$ cat src/rtl/mul_operand_sequencer_pkg.sv
// ---------------------------------------------------------------------------
// mul_seq_pkg
//
// Shared types and widths for the serial-multiplier operand sequencer.
//   state_t : sequencer FSM states, in the order a job walks through them
//   OPW     : width of one operand byte and of the multiplier's in/out buses
//   PRODW   : width of the reassembled signed product {A, Q}
// ---------------------------------------------------------------------------
package mul_seq_pkg;

  localparam int OPW   = 8;
  localparam int PRODW = 16;

  // A job goes IDLE -> LOAD_M -> LOAD_Q -> RUN -> CAP_HI -> CAP_LO -> OUT,
  // except that a RUN which never sees mul_done jumps straight to OUT.
  typedef enum logic [2:0] {
    IDLE   = 3'd0,
    LOAD_M = 3'd1,
    LOAD_Q = 3'd2,
    RUN    = 3'd3,
    CAP_HI = 3'd4,
    CAP_LO = 3'd5,
    OUT    = 3'd6
  } state_t;

endpackage

$ cat src/rtl/mul_operand_sequencer_hold_counter.sv
// ---------------------------------------------------------------------------
// hold_counter
//
// Small up-counter used to time how long the sequencer stays in a state.
// The count is compared against a caller-supplied limit; tc is high while the
// count equals that limit, so a state that must last N cycles passes N-1.
//
// Ports:
//   clk    in   rising-edge clock
//   rst_n  in   synchronous active-low reset, clears the count
//   clr    in   synchronous clear, wins over en
//   en     in   count enable
//   limit  in   WIDTH-bit terminal value
//   tc     out  count == limit
// ---------------------------------------------------------------------------
module hold_counter #(
  parameter int WIDTH = 4
) (
  input  logic             clk,
  input  logic             rst_n,
  input  logic             clr,
  input  logic             en,
  input  logic [WIDTH-1:0] limit,
  output logic             tc
);

  logic [WIDTH-1:0] count;

  // Clear has priority so the owner can restart timing on the same edge it
  // changes state, regardless of whether counting is enabled.
  always_ff @(posedge clk) begin
    if (!rst_n) begin
      count <= '0;
    end else if (clr) begin
      count <= '0;
    end else if (en) begin
      count <= count + WIDTH'(1);
    end
  end

  assign tc = (count == limit);

endmodule

$ cat src/rtl/mul_operand_sequencer.sv
// ---------------------------------------------------------------------------
// mul_operand_sequencer
//
// Front/back-end stage for the 8-bit serial signed multiplier. Takes one
// operand pair on a valid/ready handshake, feeds the multiplier's shared
// inbus (M first, then Q) while holding its enable, waits for mul_done,
// collects the two result bytes from the outbus (A high, then Q low) and
// offers the 16-bit product on a valid/ready handshake. If the multiplier
// never finishes, an error result (out_err=1, product 0) is offered instead.
//
// Parameters:
//   M_HOLD  : cycles M is driven on mul_inbus (1..15)
//   Q_HOLD  : cycles Q is driven on mul_inbus (1..15)
//   HI_DLY  : cycles after mul_done before the high byte is sampled (0..7)
//   LO_DLY  : cycles after the high-byte sample before the low byte (1..7)
//   TIMEOUT : RUN cycles allowed before giving up on mul_done (>=16)
//
// Ports:
//   clk, rst_n                 clock, synchronous active-low reset
//   in_valid/in_ready          operand handshake, in_mcand/in_mplier operands
//   mul_enable, mul_inbus      drive to the multiplier
//   mul_done, mul_outbus       status and result bytes from the multiplier
//   out_valid/out_ready        product handshake, out_product/out_err result
//   busy                       high whenever the sequencer is not IDLE
// ---------------------------------------------------------------------------
module mul_operand_sequencer
  import mul_seq_pkg::*;
#(
  parameter int M_HOLD  = 1,
  parameter int Q_HOLD  = 1,
  parameter int HI_DLY  = 0,
  parameter int LO_DLY  = 1,
  parameter int TIMEOUT = 64
) (
  input  logic             clk,
  input  logic             rst_n,
  input  logic             in_valid,
  output logic             in_ready,
  input  logic [OPW-1:0]   in_mcand,
  input  logic [OPW-1:0]   in_mplier,
  output logic             mul_enable,
  output logic [OPW-1:0]   mul_inbus,
  input  logic             mul_done,
  input  logic [OPW-1:0]   mul_outbus,
  output logic             out_valid,
  input  logic             out_ready,
  output logic [PRODW-1:0] out_product,
  output logic             out_err,
  output logic             busy
);

  localparam int HOLD_W = 4;
  localparam int TO_W   = (TIMEOUT > 1) ? $clog2(TIMEOUT) : 1;

  // The timeout counter stops on this value, so it can never wrap.
  localparam logic [TO_W-1:0] TO_LIMIT = TO_W'(TIMEOUT - 1);

  state_t state;
  state_t state_next;

  logic [OPW-1:0]    m_reg;
  logic [OPW-1:0]    q_reg;

  logic              hold_clr;
  logic              hold_en;
  logic              hold_tc;
  logic [HOLD_W-1:0] hold_limit;

  logic              to_clr;
  logic              to_en;
  logic              to_tc;

  logic              accept;
  logic              timeout_hit;
  logic              hi_sample;
  logic              lo_sample;
  logic              release_out;

  // State register. Reset drops any job in flight back to IDLE.
  always_ff @(posedge clk) begin
    if (!rst_n) begin
      state <= IDLE;
    end else begin
      state <= state_next;
    end
  end

  // Next-state and Moore outputs. mul_done is only looked at in RUN, so an
  // early pulse while operands are still being loaded is simply ignored.
  // When done and the timeout land in the same cycle, done wins.
  always_comb begin
    state_next = state;
    in_ready   = 1'b0;
    mul_enable = 1'b0;
    mul_inbus  = '0;
    out_valid  = 1'b0;
    busy       = 1'b1;
    case (state)
      IDLE: begin
        in_ready = 1'b1;
        busy     = 1'b0;
        if (in_valid) begin
          state_next = LOAD_M;
        end
      end
      LOAD_M: begin
        mul_enable = 1'b1;
        mul_inbus  = m_reg;
        if (hold_tc) begin
          state_next = LOAD_Q;
        end
      end
      LOAD_Q: begin
        mul_enable = 1'b1;
        mul_inbus  = q_reg;
        if (hold_tc) begin
          state_next = RUN;
        end
      end
      RUN: begin
        mul_enable = 1'b1;
        if (mul_done) begin
          state_next = CAP_HI;
        end else if (to_tc) begin
          state_next = OUT;
        end
      end
      CAP_HI: begin
        if (hold_tc) begin
          state_next = CAP_LO;
        end
      end
      CAP_LO: begin
        if (hold_tc) begin
          state_next = OUT;
        end
      end
      OUT: begin
        out_valid = 1'b1;
        if (out_ready) begin
          state_next = IDLE;
        end
      end
      default: begin
        state_next = IDLE;
      end
    endcase
  end

  // Per-state hold limit. LOAD and CAP_LO states last exactly N cycles so
  // they stop at N-1; CAP_HI waits HI_DLY cycles and then spends one more
  // cycle sampling, so it stops at HI_DLY itself.
  always_comb begin
    hold_limit = '0;
    case (state)
      LOAD_M:  hold_limit = HOLD_W'(M_HOLD - 1);
      LOAD_Q:  hold_limit = HOLD_W'(Q_HOLD - 1);
      CAP_HI:  hold_limit = HOLD_W'(HI_DLY);
      CAP_LO:  hold_limit = HOLD_W'(LO_DLY - 1);
      default: hold_limit = '0;
    endcase
  end

  // The hold counter restarts on every state change; it only runs in the
  // states whose duration it times.
  assign hold_clr = (state_next != state);
  assign hold_en  = (state == LOAD_M) || (state == LOAD_Q) ||
                    (state == CAP_HI) || (state == CAP_LO);

  // The timeout counter sits at zero outside RUN, which makes it zero on
  // every RUN entry, and it freezes once it hits the limit.
  assign to_clr = (state != RUN);
  assign to_en  = (state == RUN) && !to_tc;

  hold_counter #(
    .WIDTH (HOLD_W)
  ) u_hold_cnt (
    .clk   (clk),
    .rst_n (rst_n),
    .clr   (hold_clr),
    .en    (hold_en),
    .limit (hold_limit),
    .tc    (hold_tc)
  );

  hold_counter #(
    .WIDTH (TO_W)
  ) u_timeout_cnt (
    .clk   (clk),
    .rst_n (rst_n),
    .clr   (to_clr),
    .en    (to_en),
    .limit (TO_LIMIT),
    .tc    (to_tc)
  );

  assign accept      = (state == IDLE) && in_valid;
  assign timeout_hit = (state == RUN) && !mul_done && to_tc;
  assign hi_sample   = (state == CAP_HI) && hold_tc;
  assign lo_sample   = (state == CAP_LO) && hold_tc;
  assign release_out = (state == OUT) && out_ready;

  // Operand latch. Operands are captured only on acceptance, so anything
  // presented while busy never reaches the multiplier.
  always_ff @(posedge clk) begin
    if (!rst_n) begin
      m_reg <= '0;
      q_reg <= '0;
    end else if (accept) begin
      m_reg <= in_mcand;
      q_reg <= in_mplier;
    end
  end

  // Result register. The bytes are concatenated as delivered; a timeout
  // forces a zero product with the error flag, and the flag drops together
  // with out_valid when the consumer takes the result.
  always_ff @(posedge clk) begin
    if (!rst_n) begin
      out_product <= '0;
      out_err     <= 1'b0;
    end else begin
      if (timeout_hit) begin
        out_product <= '0;
        out_err     <= 1'b1;
      end
      if (hi_sample) begin
        out_product[PRODW-1:OPW] <= mul_outbus;
      end
      if (lo_sample) begin
        out_product[OPW-1:0] <= mul_outbus;
      end
      if (release_out) begin
        out_err <= 1'b0;
      end
    end
  end

endmodule

$ cat config.mk
export PLATFORM = sky130hd
export DESIGN_NAME = mul_operand_sequencer
export DESIGN_NICKNAME = d
export VERILOG_FILES = /design/src/rtl/mul_operand_sequencer_pkg.sv /design/src/rtl/mul_operand_sequencer_hold_counter.sv /design/src/rtl/mul_operand_sequencer.sv
export SDC_FILE = /design/constraint.sdc
export NUM_CORES = 1
export LEC_CHECK = 0
export ABC_AREA = 1
export CAP_MARGIN = 20
export CORE_AREA = 2 2 66 84
export CTS_BUF_LIST = sky130_fd_sc_hd__clkbuf_8
export CTS_CLUSTER_SIZE = 8
export DETAILED_ROUTE_END_ITERATION = 10
export DIE_AREA = 0 0 68 86
export GPL_TIMING_DRIVEN = 0
export PLACE_DENSITY = 0.84
export SYNTH_ARGS = -nofsm -noshare
export SYNTH_HDL_FRONTEND = slang
export SYNTH_HIERARCHICAL = 1
export SYNTH_SLANG_ARGS = --single-unit
$ cat constraint.sdc
create_clock -name clk -period 2.47 [get_ports clk]
set_input_delay 0.247 -clock clk [delete_from_list [all_inputs] [get_ports clk]]
set_output_delay 0.247 -clock clk [all_outputs]
set_load 0.01 [all_outputs]
* Yosys cells after proc, flatten, opt, wreduce, memory -nomap -nowiden
Cells that the tools add are included.
** Storage, ports and cells
- Register bits after elaboration :: 46
- Input bits :: 29
- Output and inout port bits :: 29
- Word-level logic and storage cells :: 57
** Operators by class
- $add $sub $neg :: 2
- Equality and inequality tests :: 9
- Multiplexer cells :: 17
- Bitwise operators :: 1
- Reductions and logical operators :: 20
** Operators by type and width (number)
- $mux 3 :: 8
- $pmux 3 s7 :: 1
- $mux 16 :: 1
- $mux 8 :: 2
- $pmux 8 s2 :: 1
- $eq 3x3->1 const B :: 3
- $logic_and 1x1->1 :: 7
- $add 6x1->6 const B :: 1
- $eq 3x2->1 const B :: 2
- $eq 6x6->1 const B :: 1
- $reduce_or 2->1 :: 3
- $add 4x1->4 const B :: 1
- $logic_not 4->1 :: 1
- $mux 1 :: 4
- $reduce_bool 2->1 :: 2
- $eq 3x1->1 const B :: 1
- $logic_not 3->1 :: 1
- $logic_or 1x1->1 :: 3
- $ne 3x2->1 const B :: 1
- $ne 3x3->1 :: 1
- $reduce_or 3->1 :: 1
- $logic_not 1->1 :: 2
- $not 1->1 :: 1

* Depth between registers and ports, before layout
Gate-level depths: netlist of the first run.
- Depth after elaboration :: 6
- Gate-level depth with buffers :: 16
- Mapped depth without buffers :: 16

* Hierarchy
Netlist of the first run, hierarchy kept.
** Modules (own cells, without submodules)
- mul_operand_sequencer :: instances 1, cells an instance 211, area an instance 1586.5 µm², seq. area each 720.7 µm²
- hold_counter (u_timeout_cnt) :: instances 1, cells an instance 68, area an instance 391.6 µm², seq. area each 120.1 µm²
- hold_counter (u_hold_cnt) :: instances 1, cells an instance 35, area an instance 232.7 µm², seq. area each 80.1 µm²

* Worst setup path before layout of the first run
OpenSTA, ideal clock, no wires.
- Kind :: flip-flop to flip-flop
- From :: register u_timeout_cnt.count[0]
- To :: register u_hold_cnt.count[1]
- Library setup time :: 0.064 ns
- Arrival :: 1.674 ns
- Data required time :: 2.406 ns
- Slack :: 0.732 ns
- Stages on the path, launching flop included :: 17
- Period minus slack after synthesis :: 1.738 ns
- Path through :: dfxtp_1 > inv_1 > nand2_1 > nand2_1 > nor2_1 > nand2_1 > nor2_1 > inv_1 > nand2_1 > nor2_1 > nor2_1 > nand2_1 > nand2_1 > nand3_1 > nor2_1 > o21ai_0 > nor2_1
** Between the ends
- Word-level cells in the longest chain between the ends :: 6
** RTL lines
- start, declared :: line mul_operand_sequencer_hold_counter.sv:27 : logic [WIDTH-1:0] count;
- start signal, assigned :: line mul_operand_sequencer_hold_counter.sv:37 : count <= count + WIDTH'(1);
- $eq 6x6->1 :: line mul_operand_sequencer_hold_counter.sv:41 : assign tc = (count == limit);
- named net to_tc :: line mul_operand_sequencer.sv:71 : logic to_tc;
- $mux 3 :: line mul_operand_sequencer.sv:124 : end else if (to_tc) begin
- $mux 3 :: line mul_operand_sequencer.sv:122 : if (mul_done) begin
- $pmux 3 s7 :: line mul_operand_sequencer.sv:98 : case (state)
- $ne 3x3->1 :: line mul_operand_sequencer.sv:166 : assign hold_clr = (state_next != state);
- named net hold_clr :: line mul_operand_sequencer.sv:64 : logic hold_clr;
- $reduce_or 2->1 (no source line)
- end signal, assigned :: line mul_operand_sequencer_hold_counter.sv:37
- end, declared :: line mul_operand_sequencer_hold_counter.sv:27
The timed path passes the listed nets, and every way through them passes these cells.
A chain may end at the register's enable or synchronous reset.

* Worst setup path in the final report of the first run
- From :: register state[0]
- To :: output mul_inbus[0]
** Between the ends
- Word-level cells in the longest chain between the ends :: 2
- Elaborated cells on any way between the ends :: 3
- Those cells by class :: 2 x eq/ne; 1 x mux
** RTL lines
- start, declared :: line mul_operand_sequencer.sv:58 : state_t state;
- start signal, assigned :: line mul_operand_sequencer.sv:84 : state <= state_next;
- $eq 3x2->1 or $eq 3x1->1 (tied branches) :: line mul_operand_sequencer.sv:98
- $pmux 8 s2 (*) :: line mul_operand_sequencer.sv:98
- end, declared :: line mul_operand_sequencer.sv:42 : output logic [OPW-1:0] mul_inbus,
Every way passes the cells marked *; elsewhere a longest branch is shown, timed or not.

==> flow_metrics.tcl, run 1 <==
set metrics [dict create \
    drive_gt1_share_pct 9.64 \
    grt_max_degree 14 \
    crit_type "flop to output pin" \
    chipHeight_um 86 \
    ctsResizeCount 0 \
    overflow 0 \
    tns_ps 0 \
    ys_warn_count 6 \
    h-tree-depth 2 \
    arrival_ps 1990 \
    rsz0062_at_grt "false" \
    initial_utilization_pct 44.2 \
    finalHoldViolations 0 \
    drtIter0Drc 39 \
    ys_types 29 \
    clock_sinks 46 \
    cts_buffers 5 \
    fin_skew_ps 5.47 \
    setup_viol 0 \
    antenna_found_initial 0 \
    outcome "finished clean" \
    min_period_ps 2230 \
    netlist_area_mm2 0.00221 \
    grt_pass1_vias 2107 \
    drv_cap 0 \
    core_area_mm2 0.00501 \
    fp.dieW_um 68 \
    crit_required_ps 2220 \
    fin_nets 424 \
    yosysSeqAreaShare_pct 41.7 \
    cp_max_fo 9 \
    grt_pass1_wl_um 8700 \
    min_path_type "flop to flop" \
    wl_per_cell_um 11.3 \
    final.period_utilization_pct 90.5 \
    cts_root_buffer "clkbuf_8" \
    synthToLayoutAreaGrowth_pct 36.0 \
    clk_latency_ps 290 \
    syn_inst 314 \
    routed_wl_um 5150 \
    maxSlewViolCount 0 \
    ir_drop_mv 0.435 \
    cellPowerDensity_mw_per_mm2 492 \
    cts_setup_buffers 0 \
    synth.avg_cell_area_um2 7.04 \
    grt.total_usage_pct 19.2 \
    postRouteAntennaNets 0 \
    drc_errors 0 \
    routabilityCongestion 0.842 \
    largest_reg_flops 16 \
    num_vias 2179 \
    drt_first_pass_iters 4 \
    vias_per_cell 4.78 \
    ys_ff_latch 46 \
    endpoint_kind "output pin" \
    cts_tree "built" \
    layout_commonest_cell "nand2_1" \
    die_area_mm2 0.00585 \
    num_rows 29 \
    port_buffers 57 \
    antenna-diode-count 0 \
    cts_buffer_depth 2 \
    cts_hold_buf 0 \
    io_pins 58 \
    finalPower_w 0.00148 \
    place.detailed.hpwl_um 3950 \
    fmax_mhz 448 \
    critPathLaunchType "flop" \
    layout_common_cells "nand2_1 (64), clkdlybuf4s50_1 (57), inv_1 (48)" \
    cts.clk_slew.worst_paths_ps 80 \
    p_leak_nw 1.23 \
]
-- power by group --
part / internal [W] / leakage (nW) / switching (W)
clock: 0.000222 / 0.0524 / 0.000238
combinational: 0.000110 / 0.807 / 0.000121
sequential: 0.000772 / 0.375 / 0.0000169
-- cells by family (layout without fill, tap and decap cells) --
logic type | after synthesis | count (layout) | share of synthesized area, %
AO/OA/AOI/OAI | 69 | 69 | 16.4
XOR/XNOR | 3 | 3 | 1.19
adder cells (fa/ha/maj) | 2 | 2 | 1.13
buffers and inverters | 62 | 127 | 11.5
flip-flops | 46 | 46 | 41.7
other | 2 | 17 | 0.340
AND/OR/NAND/NOR | 130 | 130 | 27.8
-- per-layer routing --
metal	routed length (um)	part of all wire, %	global-route usage, %	vias to the layer above
li1	-	-	-	1150
met5	0	0	0	-
met3	158	3.1	3.67	11
met2	2690	52	33.4	43
met1	2160	42	22.0	975
met4	131	2.5	8.73	0
-- cell type report --
cell class | count | area [um2]
clock inverters | 2 | 8.76
inverters | 53 | 200
multi-input cells | 221 | 1090
clock buffers | 6 | 82.6
repair buffers | 57 | 571
well taps | 62 | 77.6
fillers | 479 | 2000
flip-flops and latches | 46 | 922
plain buffers | 9 | 53.8
-- worst max-delay path: stages, from the launching register on --
cell             delay [ps]
dfxtp_2                 440
inv_2                    80
nor2_4                  140
nand2_1                 240
o22ai_1                 220
clkdlybuf4s50_1         570
-- final timing paths --
check / startpoint / endpoint / slack, ps / cells past startpoint
min reg2reg: m_reg[4]$_SDFFE_PN0P_ / m_reg[4]$_SDFFE_PN0P_ / 460 / 2
min: m_reg[4]$_SDFFE_PN0P_ / m_reg[4]$_SDFFE_PN0P_ / 460 / 2
max reg2reg: u_timeout_cnt/count[0]$_SDFFE_PP0P_ / u_hold_cnt/count[1]$_SDFFE_PP0P_ / 380 / 16
max: state[0]$_SDFF_PN0_ / mul_inbus[0] / 240 / 5
-- stage by stage --
step	cells	hold WS, ps	util [%]	setup WS (ps)	area [um2]
floorplan	329	395	-	732	2270
global placement	448	441	58.2	452	2920
detailed placement	448	445	58.2	375	2920
CTS	456	457	60.0	130	3010
global route	456	480	60.1	41.7	3010
finish	456	456	60.1	235	3010
-- cell usage after synthesis (all sizes together) --
cell type	instances	area, um2
o22ai	8	50.1
nor3	3	20.0
xnor2	3	26.3
inv	52	195
dfxtp	46	921
conb	2	7.51
clkbuf	2	7.51
buf	7	46.3
nand2	69	272
nor2	28	138
nand3	25	155
o211ai	1	7.51
nand4	4	25.0
and2	1	6.26
o21ai	19	95.1
clkinv	1	5.00
ha	2	25.0
a21oi	41	209
Power figures use the tool's default switching activity.
==> run 2, diff against run 1 <==
- CORE_AREA: 2 2 66 84 -> 2 2 63 80
- DIE_AREA: 0 0 68 86 -> 0 0 65 82
- PLACE_DENSITY: 0.84 -> 0.9
==> run 2 against run 1 <==
First-iteration DRC count grew to 2.7 times the previous value. Flip-flop and latch count did not move. Worst hold slack lost 1.5 ps. Utilization increased by 6.6 points. Sequential power about the same. Total power is 15% higher. Via count rose by 2.8%. Sequential share of layout area decreased by 0.54 points. Die area decreased by 8.9%.
==> flow_metrics.tcl, run 2 (synthesized netlist as in run 1, its figures left out) <==
set metrics [dict create \
    cellPowerDensity_mw_per_mm2 556 \
    drc_errors 0 \
    instances_no_fill 454 \
    outcome "finished clean" \
    setup_viol 0 \
    maxSlewViolCount 0 \
    final.period_utilization_pct 96.7 \
    initial_utilization_pct 48.2 \
    cts.clk_slew.worst_paths_ps 80 \
    largest_reg_flops 16 \
    fmax_mhz 419 \
    clk_latency_ps 300 \
    holdCritStartpoint "m_reg[4]$_SDFFE_PN0P_" \
    fin_skew_ps 8.14 \
    drive_gt1_share_pct 9.90 \
    tns_ps 0 \
    arrival_ps 2140 \
    cts_root_buffer "clkbuf_8" \
    rsz0062_at_grt "false" \
    place.detailed.hpwl_um 3910 \
    drtIter0Drc 105 \
    fin_nets 424 \
    r2r_slack_ps 360 \
    p_leak_nw 1.25 \
    drv_cap 0 \
    antenna-diode-count 0 \
    cts_buffers 5 \
    h-tree-depth 2 \
    overflow 0 \
    drt_first_pass_iters 4 \
    layout_common_cells "nand2_1 (64), clkdlybuf4s50_1 (57), inv_1 (47)" \
    min_period_ps 2390 \
    grt_max_degree 15 \
    layout_commonest_cell "nand2_1" \
    crit_type "flop to output pin" \
    core_area_mm2 0.00459 \
    io_pins 58 \
    finalHoldViolations 0 \
    clock_sinks 46 \
    grt_pass1_vias 2173 \
    grt_pass1_wl_um 8920 \
    ir_drop_mv 0.405 \
    cp_max_fo 9 \
    cts_buffer_depth 2 \
    crit_required_ps 2220 \
    min_path_cells 2 \
    routabilityCongestion 0.866 \
    die_area_mm2 0.00533 \
    r2r-start "u_timeout_cnt/count[0]$_SDFFE_PP0P_" \
    synthToLayoutAreaGrowth_pct 38.3 \
    r2r-end "u_hold_cnt/count[2]$_SDFFE_PP0P_" \
    postRouteAntennaNets 0 \
    place_inst 446 \
    cts_hold_buf 0 \
    post-route-util_pct 66.6 \
    cts_tree "built" \
    holdPathEnd "m_reg[4]$_SDFFE_PN0P_" \
    antenna_found_initial 0 \
    grt.total_usage_pct 21.5 \
    endpoint_kind "output pin" \
    critPathLaunchType "flop" \
    min_path_type "flop to flop" \
    chipHeight_um 82 \
    finalPower_w 0.00170 \
    num_rows 28 \
    r2r_cells 16 \
    num_vias 2241 \
    fp.dieW_um 65 \
    routed_wl_um 5350 \
    wl_per_cell_um 11.8 \
    vias_per_cell 4.94 \
    port_buffers 57 \
]
==> run 2: cell count changes in the layout (fill, tap and decap cells not counted), sizes merged <==
cell	delta
bufinv	+2
clkinv	-1
inv	-1
==> run 2: per-layer routing <==
layer	routed length, um	share of wire [%]	vias to the layer above	track usage, %
li1	-	-	1145	-
met1	2120	40	1031	22.1
met2	2900	54	57	42.0
met3	227	4.2	8	3.84
met4	94	1.8	0	9.79
met5	0	0	-	0
==> run 2: worst max-delay path by stage <==
| stage | from | to | depth (start not counted) |
|---|---|---|---|
| after floorplan | u_timeout_cnt/count[0]$_SDFFE_PP0P_ | u_hold_cnt/count[1]$_SDFFE_PP0P_ | 16 |
| after global placement | u_timeout_cnt/count[0]$_SDFFE_PP0P_ | u_hold_cnt/count[1]$_SDFFE_PP0P_ | 16 |
| after detailed placement | u_timeout_cnt/count[0]$_SDFFE_PP0P_ | u_hold_cnt/count[1]$_SDFFE_PP0P_ | 16 |
| after CTS | state[0]$_SDFF_PN0_ | mul_inbus[3] | 5 |
| after global routing | state[0]$_SDFF_PN0_ | mul_inbus[3] | 5 |
| final | state[0]$_SDFF_PN0_ | mul_inbus[3] | 5 |
==> run 2: where the power goes <==
group	internal (W)	switching (W)
clock	0.000431	0.000249
combinational	0.000110	0.000122
sequential	0.000772	0.0000158
==> run 2: critical path, stage by stage (launching register included) <==
cell and delay (ps):
dfxtp_1 530, inv_2 100, nor2_4 150, nand2_1 240, o22ai_1 240, clkdlybuf4s50_1 580
==> run 2: cell type report <==
| type | count | area [um2] |
|---|---|---|
| fillers | 367 | 1530 |
| multi-input cells | 221 | 1090 |
| flip-flops and latches | 46 | 921 |
| repair buffers | 57 | 571 |
| inverters | 53 | 200 |
| clock buffers | 6 | 82.6 |
| well taps | 60 | 75.1 |
| clock inverters | 2 | 60.1 |
| plain buffers | 9 | 53.8 |
==> run 2: what timing repair did <==
| action | CTS | global route |
|---|---|---|
| setup endpoints to repair | 0 | 1 |
| setup buffers | 0 | 0 |
| resized for setup | 0 | 1 |
| hold endpoints to repair | 0 | 0 |
==> run 2: stage by stage <==
step / instance area (um2) / setup WS (ps) / hold WS (ps)
final: 3060 / 82.2 / 455
after CTS: 3060 / 90.2 / 456
after global placement: 2910 / 467 / 438
after detailed placement: 2910 / 333 / 444
after global routing: 3060 / 2.52 / 473
after floorplan: 2270 / 732 / 395
==> run 3, diff against run 2 <==
- clock period: 2.47 -> 2.65 ns (I/O delays scaled with it)
==> run 3 against run 2 <==
Flip-flop and latch count stayed put. Via count hardly changed. Sequential share of layout area hardly changed. Final area hardly changed. Sequential power is 6.9% lower. Critical path type unchanged. Critical endpoint unchanged. Largest cell class unchanged.
==> flow_metrics.tcl, run 3 (synthesized netlist as in run 1, its figures left out) <==
set metrics [dict create \
    rsz0062_at_grt "false" \
    clock_sinks 46 \
    initial_utilization_pct 48.2 \
    chipHeight_um 82 \
    ctsResizeCount 0 \
    place.detailed.hpwl_um 3910 \
    io_pins 58 \
    fp.dieW_um 65 \
    largest_reg_flops 16 \
    num_rows 28 \
    ir_drop_mv 0.378 \
    multi_input_area_mm2 0.00109 \
    synthToLayoutAreaGrowth_pct 38.2 \
    p_leak_nw 1.25 \
    critPathLaunchType "flop" \
    grt_max_degree 15 \
    drive_gt1_share_pct 9.64 \
    cts_tree "built" \
    tns_ps 0 \
    vias_per_cell 4.93 \
    h-tree-depth 2 \
    drc_errors 0 \
    grt_pass1_vias 2173 \
    grt.total_usage_pct 21.5 \
    finalHoldViolations 0 \
    routed_wl_um 5350 \
    cts_buffer_depth 2 \
    cts_buffers 5 \
    cts_setup_buffers 0 \
    min_period_ps 2410 \
    maxSlewViolCount 0 \
    min_path_type "flop to flop" \
    cts_hold_buf 0 \
    antenna_found_initial 0 \
    fin_nets 424 \
    drv_cap 0 \
    crit_type "flop to output pin" \
    clk_latency_ps 300 \
    fmax_mhz 416 \
    die_area_mm2 0.00533 \
    fin_skew_ps 8.12 \
    cp_max_fo 9 \
    wl_per_cell_um 11.8 \
    n_fill_cell 368 \
    outcome "finished clean" \
    routabilityCongestion 0.866 \
    crit_required_ps 2380 \
    final.period_utilization_pct 90.8 \
    num_vias 2239 \
    port_buffers 57 \
    cellPowerDensity_mw_per_mm2 518 \
    grt_pass1_wl_um 8920 \
    arrival_ps 2140 \
    cts.clk_slew.worst_paths_ps 80 \
    drtIter0Drc 108 \
    drt_first_pass_iters 4 \
    antenna-diode-count 0 \
    endpoint_kind "output pin" \
    ff_latch_area_um2 921 \
    layout_commonest_cell "nand2_1" \
    setup_viol 0 \
    overflow 0 \
    core_area_mm2 0.00459 \
    layout_common_cells "nand2_1 (64), clkdlybuf4s50_1 (57), inv_1 (47)" \
    cts_root_buffer "clkbuf_8" \
    post-route-util_pct 66.6 \
    finalHoldWorstSlack_ps 455 \
    postRouteAntennaNets 0 \
]
-- run 3: cell counts in the layout (fill, tap and decap cells not counted) --
No cell type changed its count.
-- run 3: cell type report --
| type | count | area share, % |
|---|---|---|
| plain buffers | 9 | 1.76 |
| clock buffers | 6 | 2.70 |
| clock inverters | 2 | 1.97 |
| multi-input cells | 221 | 35.7 |
| inverters | 53 | 6.55 |
| well taps | 60 | 2.46 |
| flip-flops and latches | 46 | 30.1 |
| repair buffers | 57 | 18.7 |
-- run 3: power by group --
group          switching [W]  total, W  internal, W  leakage [nW]
clock               0.000232  0.000634     0.000402        0.0714
combinational       0.000114  0.000216     0.000102         0.807
sequential         0.0000147  0.000734     0.000719         0.375
total               0.000360   0.00158      0.00122          1.25
-- run 3: layer usage --
layer / vias to the layer above / wire (um) / track usage (%)
met2: 57 / 2900 / 42.0
met5: - / 0 / 0
met1: 1029 / 2130 / 22.1
met4: 0 / 94 / 9.79
met3: 8 / 222 / 3.84
li1: 1145 / - / -
-- run 3: path summary, 6_finish.rpt --
| kind | startpoint | to | slack (ps) | cells after the start |
|---|---|---|---|---|
| worst min register to register | m_reg[4]$_SDFFE_PN0P_ | m_reg[4]$_SDFFE_PN0P_ | 450 | 2 |
| worst min-delay path | m_reg[4]$_SDFFE_PN0P_ | m_reg[4]$_SDFFE_PN0P_ | 450 | 2 |
| worst max-delay path | state[0]$_SDFF_PN0_ | mul_inbus[3] | 240 | 5 |
| worst max register to register | u_timeout_cnt/count[0]$_SDFFE_PP0P_ | u_hold_cnt/count[2]$_SDFFE_PP0P_ | 430 | 16 |
-- run 3: stage by stage --
stage          setup WS, ps  area (um2)  power (W)  instances
2_1_floorplan           912        2270   0.000868        329
3_3_place_gp            633        2910   0.000957        446
3_5_place_dp            513        2910   0.000964        446
4_1_cts                 252        3060    0.00159        454
5_1_grt                 165        3060    0.00165        454
6_report                244        3060    0.00158        454
-- run 3: critical path, cell delays in order (launching register included) --
cell             delay, ps
dfxtp_1                530
inv_2                  100
nor2_4                 150
nand2_1                240
o22ai_1                240
clkdlybuf4s50_1        580
